==> src/rtl/ram_port_arbiter.sv <==
// Round-robin arbiter sharing one registered-output BRAM port between the instruction and
// data RAM channels, with a one-entry hold buffer for stalled read responses.
module ram_port_arbiter #(
    parameter int unsigned ADDR_WIDTH = 16
) (
    input  logic                  i_clk,
    input  logic                  i_rst_n,
    input  logic                  i_iaddr_v,
    output logic                  o_iaddr_r,
    input  logic [ADDR_WIDTH-1:0] i_iaddr,
    output logic                  o_irdata_v,
    input  logic                  i_irdata_r,
    output logic [31:0]           o_irdata,
    input  logic                  i_daddr_v,
    output logic                  o_daddr_r,
    input  logic [ADDR_WIDTH-1:0] i_daddr,
    input  logic [3:0]            i_dwstrb,
    input  logic [31:0]           i_dwdata,
    output logic                  o_drdata_v,
    input  logic                  i_drdata_r,
    output logic [31:0]           o_drdata,
    output logic                  o_mem_en,
    output logic [3:0]            o_mem_we,
    output logic [ADDR_WIDTH-3:0] o_mem_addr,
    output logic [31:0]           o_mem_wdata,
    input  logic [31:0]           i_mem_rdata
);

    localparam logic SrcI = 1'b0;
    localparam logic SrcD = 1'b1;

    logic        rd_pend_q, rd_pend_d;
    logic        rd_src_q, rd_src_d;
    logic        hold_v_q, hold_v_d;
    logic        hold_src_q, hold_src_d;
    logic        rr_last_q, rr_last_d;
    logic [31:0] hold_data_q, hold_data_d;

    logic        rsp_v, rsp_src, rsp_rdy, rsp_fire, slot_ok;
    logic        d_write, elig_i, elig_d, gnt_i, gnt_d;
    logic [31:0] rsp_data;

    always_comb begin
        rsp_v    = rd_pend_q | hold_v_q;
        rsp_src  = hold_v_q ? hold_src_q : rd_src_q;
        rsp_data = hold_v_q ? hold_data_q : i_mem_rdata;
        rsp_rdy  = (rsp_src == SrcD) ? i_drdata_r : i_irdata_r;
        rsp_fire = rsp_v & rsp_rdy;
        slot_ok  = !rsp_v | rsp_fire;

        // Writes never occupy the response slot, so they bypass the stall.
        d_write = |i_dwstrb;
        elig_i  = i_rst_n & i_iaddr_v & slot_ok;
        elig_d  = i_rst_n & i_daddr_v & (d_write | slot_ok);
        gnt_d   = elig_d & (!elig_i | (rr_last_q == SrcI));
        gnt_i   = elig_i & (!elig_d | (rr_last_q == SrcD));

        o_iaddr_r   = gnt_i;
        o_daddr_r   = gnt_d;
        o_mem_en    = gnt_i | gnt_d;
        o_mem_we    = (gnt_d & d_write) ? i_dwstrb : 4'b0000;
        o_mem_wdata = gnt_d ? i_dwdata : 32'h0;
        o_mem_addr  = '0;
        if (gnt_i) begin
            o_mem_addr = i_iaddr[ADDR_WIDTH-1:2];
        end else if (gnt_d) begin
            o_mem_addr = i_daddr[ADDR_WIDTH-1:2];
        end

        o_irdata_v = rsp_v & (rsp_src == SrcI);
        o_drdata_v = rsp_v & (rsp_src == SrcD);
        o_irdata   = rsp_v ? rsp_data : 32'h0;
        o_drdata   = rsp_v ? rsp_data : 32'h0;

        rr_last_d = rr_last_q;
        if (gnt_d) begin
            rr_last_d = SrcD;
        end else if (gnt_i) begin
            rr_last_d = SrcI;
        end

        rd_pend_d = gnt_i | (gnt_d & !d_write);
        rd_src_d  = gnt_d ? SrcD : SrcI;

        // BRAM output is only valid for one cycle; park it if the consumer stalls.
        hold_v_d    = hold_v_q;
        hold_src_d  = hold_src_q;
        hold_data_d = hold_data_q;
        if (rd_pend_q && !rsp_fire && !hold_v_q) begin
            hold_v_d    = 1'b1;
            hold_src_d  = rd_src_q;
            hold_data_d = i_mem_rdata;
        end else if (hold_v_q && rsp_fire) begin
            hold_v_d = 1'b0;
        end
    end

    always_ff @(posedge i_clk or negedge i_rst_n) begin
        if (!i_rst_n) begin
            rd_pend_q   <= 1'b0;
            rd_src_q    <= SrcI;
            hold_v_q    <= 1'b0;
            hold_src_q  <= SrcI;
            hold_data_q <= 32'h0;
            rr_last_q   <= SrcI;
        end else begin
            rd_pend_q   <= rd_pend_d;
            rd_src_q    <= rd_src_d;
            hold_v_q    <= hold_v_d;
            hold_src_q  <= hold_src_d;
            hold_data_q <= hold_data_d;
            rr_last_q   <= rr_last_d;
        end
    end

endmodule

==> config.mk <==
export PLATFORM = sky130hd
export DESIGN_NAME = ram_port_arbiter
export DESIGN_NICKNAME = d
export VERILOG_FILES = /design/src/rtl/ram_port_arbiter.sv
export SDC_FILE = /design/constraint.sdc
export NUM_CORES = 1
export LEC_CHECK = 0
export ABC_AREA = 1
export CAP_MARGIN = 10
export CORE_ASPECT_RATIO = 0.8
export CORE_MARGIN = 2
export CORE_UTILIZATION = 33
export DETAILED_ROUTE_END_ITERATION = 10
export GPL_TIMING_DRIVEN = 1
export PLACE_DENSITY = 0.85
export SYNTH_ARGS = -nofsm -noshare
export SYNTH_HDL_FRONTEND = slang
export SYNTH_SLANG_ARGS = --single-unit
export TNS_END_PERCENT = 30
==> constraint.sdc <==
create_clock -name i_clk -period 1.85 [get_ports i_clk]
set_input_delay 0.37 -clock i_clk [delete_from_list [all_inputs] [get_ports i_clk]]
set_output_delay 0.37 -clock i_clk [all_outputs]
set_load 0.1 [all_outputs]
==> parameters.txt <==
Parameter                              Value

Critical path
  CP Launch Point ... hold_v_q
  Crit start category ... flop
  Critical path fanouts, max ... 7
  Worst Setup EP ... o_mem_addr[12]
  Critical R2R Capture ... rd_pend_q
  Kind of critical path ... flop to primary output
  Arrival time worst endpoint ... roughly 2.2 ns
  Worst flop-to-flop path startpoint ... hold_v_q
  Setup slack of the worst register-to-register path ... 0.08 ns
  Sort of element at the end of the critical path ... primary output
  R2r worst-path depth ... 10
  Required time of the critical path ... 1.48 ns

STA
  Final hold slack ... roughly 0.064 ns
  Accumulated negative setup slack ... -43.11 ns
  Number of failing setup endpoints in the final timing report ... roughly 120
  Slew at the pin closest to its max-slew limit ... between 0.4 and 0.5 ns
  Max Fclk ... between 0.3 and 0.4 GHz
  Setup repair after global routing missed its margin ... true
  Final worst slack ... -0.704 ns
  Slew margin rel. ... between 70% and 80%
  Number of pins with negative max-slew slack in the final report ... 0
  Final Cycle Share ... 138%
  Clock Skews ... 0.00850 ns
  Final critical delay including setup and external delays ... 2.55 ns
  Number of endpoints with negative hold slack in the final report ... 0

Global route
  Largest net degree at the start of global routing ... 35
  Via count of the first global-routing pass ... between 4000 and 5000
  Initial antenna violation count ... 1
  Global-route wire length before repair ... roughly 23000 um
  Remaining Overflow, GRT ... 0
  Global Route Usage Sum ... 32.4%

Route
  Routed wire per std cell ... about 23 um
  Uppermost routed layer ... met4
  Met1 WL ... ~5600 um
  Antenna violation net count after detailed routing ... 0
  DR pass1 iterations ... 5
  Post-DR vias/cell ... ~5.4
  Remaining DRCs ... 0
  Total Routed Length ... between 15000 and 20000 um
  Met2 Routed Length ... ~8400 um
  Number of vias in the routed layout ... 3975
  Starting DRT DRC Count ... around 220
  Total met3 wirelength after detailed routing ... ~1500 um

Layout
  Area Growth Syn to Fin ... 167%
  Final Non-Filler Cells ... 740
  NumNets Final ... 736
  Share of final-layout standard cells stronger than drive strength 1 ... approximately 46%
  Final design instance area without fill ... between 7000 and 8000 um^2
  Share of the core filled with cells ... about nine tenths

Yosys
  Fraction of synthesis flops using an asynchronous set or reset pin ... 100%
  Proportion of synthesized chip area in sequential cells ... 33.9%
  Number of nets produced by synthesis ... a little over 500
  Syn_area_per_cell ... around 6.6 um^2
  Cell type with the largest total area after synthesis ... sky130_fd_sc_hd__dfrtp_1
  Post-Syn Area ... 2740 um^2
  Count leader, synth ... sky130_fd_sc_hd__nand2_1
  Number of cells produced by synthesis ... 413
  Leading cell types by count after synthesis ... sky130_fd_sc_hd__nand2_1, sky130_fd_sc_hd__inv_1, sky130_fd_sc_hd__o21ai_0, sky130_fd_sc_hd__dfrtp_1, sky130_fd_sc_hd__nor2_1
  Synth warn ... 0
  Commonest register cell after synthesis ... sky130_fd_sc_hd__dfrtp_1
  Number of enable-type register cells in the synthesized netlist ... 0
  Post-synth cell types ... 19
  Synth top area share ... roughly a third
  Flop and latch count out of synthesis ... 37
  Cell types with the largest area share after synthesis ... sky130_fd_sc_hd__dfrtp_1, sky130_fd_sc_hd__nand2_1, sky130_fd_sc_hd__inv_1

Clock network
  Number of clock sinks ... 37
  Clock buffers created by TritonCTS ... 5
  Clock transition at the registers of the reported paths ... 0.08 ns
  Clock root buffer ... sky130_fd_sc_hd__clkbuf_8
  Worst-case clock buffer depth ... 2
  H-tree level count ... 2
  CTS tree ... built
  Later-pin clock latency in the skew report ... 0.29 ns

Power and ir drop
  Power density relative to cell area ... around 1100 nW/um^2
  Peak supply drop ... roughly 0.00065 V
  Combinational power share ... between 70% and 80%
  Fraction of power spent switching nets ... ~55%
  Proportion of power drawn by flip-flops and latches ... between 10% and 20%
  Internal power ... 3.49 mW
  P_leak ... about 3.2 nW
  Post-layout power ... just under 8 mW
  Total net switching power ... about 4.2 mW
  Clock group share of total power ... 9.2%

Place
  Placed cells ... a little over 700
  Placer's final routability congestion estimate ... roughly 1.0
  Total cell area at the placement stage ... 6640 um^2
  Pre-CTS WS ... -0.571 ns
  HPWL reported at the end of detailed placement ... approximately 10000 um
  Port-buffer cells ... 220

Floorplanning
  Core region area ... 7980 um^2
  Standard-cell row count ... 29
  Ports placed on the boundary ... between 200 and 250
  Height of the die ... around 85 um
  Die Area ... about 9000 um^2
  Starting density of the core ... around a third
  DIE WIDTH ... roughly 110 um

Job
  Max Cap Viol ... 0

Run status
  Run status ... finished with violations
  Failing checks ... negative setup slack

Hold path
  Worst min-delay path class ... input port to asynchronous set/reset pin
sequential cells by signal, summed over array words and instances (netlist names):
name / count
hold_src_q: 1
hold_v_q: 1
hold_data_q: 32
rd_src_q: 1
rd_pend_q: 1
rr_last_q: 1
final cells by class:
type	instances	area (um^2)
timing repair buffer	262	3860
antenna	1	2.50
tap	108	135
fill	265	688
clock inverter	3	46.3
multi-input combinational	239	1920
sequential	37	927
timing repair inverter	1	7.51
inverter	84	325
clock buffer	5	68.8
worst max-delay path, cell delays in order (launching register included):
cell	delay, ns
sky130_fd_sc_hd__dfrtp_2	0.46
sky130_fd_sc_hd__inv_4	0.11
sky130_fd_sc_hd__nand2_4	0.08
sky130_fd_sc_hd__nand3_2	0.09
sky130_fd_sc_hd__nand2_2	0.10
sky130_fd_sc_hd__nand3_4	0.15
sky130_fd_sc_hd__bufbuf_16	0.29
sky130_fd_sc_hd__nand4_1	0.24
sky130_fd_sc_hd__nand2_2	0.18
sky130_fd_sc_hd__buf_12	0.18
how the worst min path moves through the flow:
stage | start | endpoint | slack [ns] | cells past startpoint
after floorplan | i_rst_n | hold_data_q[0] | 0.07 | 0
after global placement | i_rst_n | rd_pend_q | 0.37 | 2
after detailed placement | i_rst_n | rr_last_q | 0.37 | 2
after CTS | i_rst_n | rd_src_q | 0.05 | 2
after global routing | i_rst_n | rr_last_q | 0.06 | 2
final | i_rst_n | rd_src_q | 0.06 | 2
cells by family after synthesis:
| group | count (synthesis) | share of synthesized area [%] |
|---|---|---|
| buf+inv | 138 | 25.9 |
| compound gates | 69 | 12.6 |
| simple gates | 169 | 27.6 |
| flops | 37 | 33.9 |
power groups by stage:
| stage | clock network [mW] | registers (mW) | logic [mW] |
|---|---|---|---|
| 6_report | 0.713 | 1.38 | 5.63 |
| 3_3_place_gp | 0 | 1.32 | 5.21 |
| 4_1_cts | 0.715 | 1.35 | 5.48 |
| 3_5_place_dp | 0 | 1.36 | 5.35 |
| 2_1_floorplan | 0 | 1.29 | 3.92 |
| 5_1_grt | 0.762 | 1.41 | 5.77 |
what timing repair did:
item,4_1_cts,5_1_grt
setup endpoints to repair,117,119
setup buffers,6,4
pin swaps,15,9
gates resized for setup,80,23
hold buffers,0,0
cloned,3,1
per-layer routing:
layer / up-vias / global-route usage (%)
li1: 1679 / -
met2: 317 / 59.4
met5: - / 0
met4: 0 / 14.6
met3: 116 / 11.4
met1: 1863 / 33.4
placed cells by master, fill, tap and decap left out, drive strengths merged:
cell type	instances
buf	160
clkdlybuf4s50	94
nand2	93
inv	83
o21ai	67
nor2	37
dfrtp	37
nand3	24
nand4	15
dlygate4sd2	6
clkbuf	6
clkinvlp	2
clkinv	2
a21oi	2
diode	1
nor3	1
bufinv	1
bufbuf	1
Note: power is estimated with default switching activity, not from simulation.
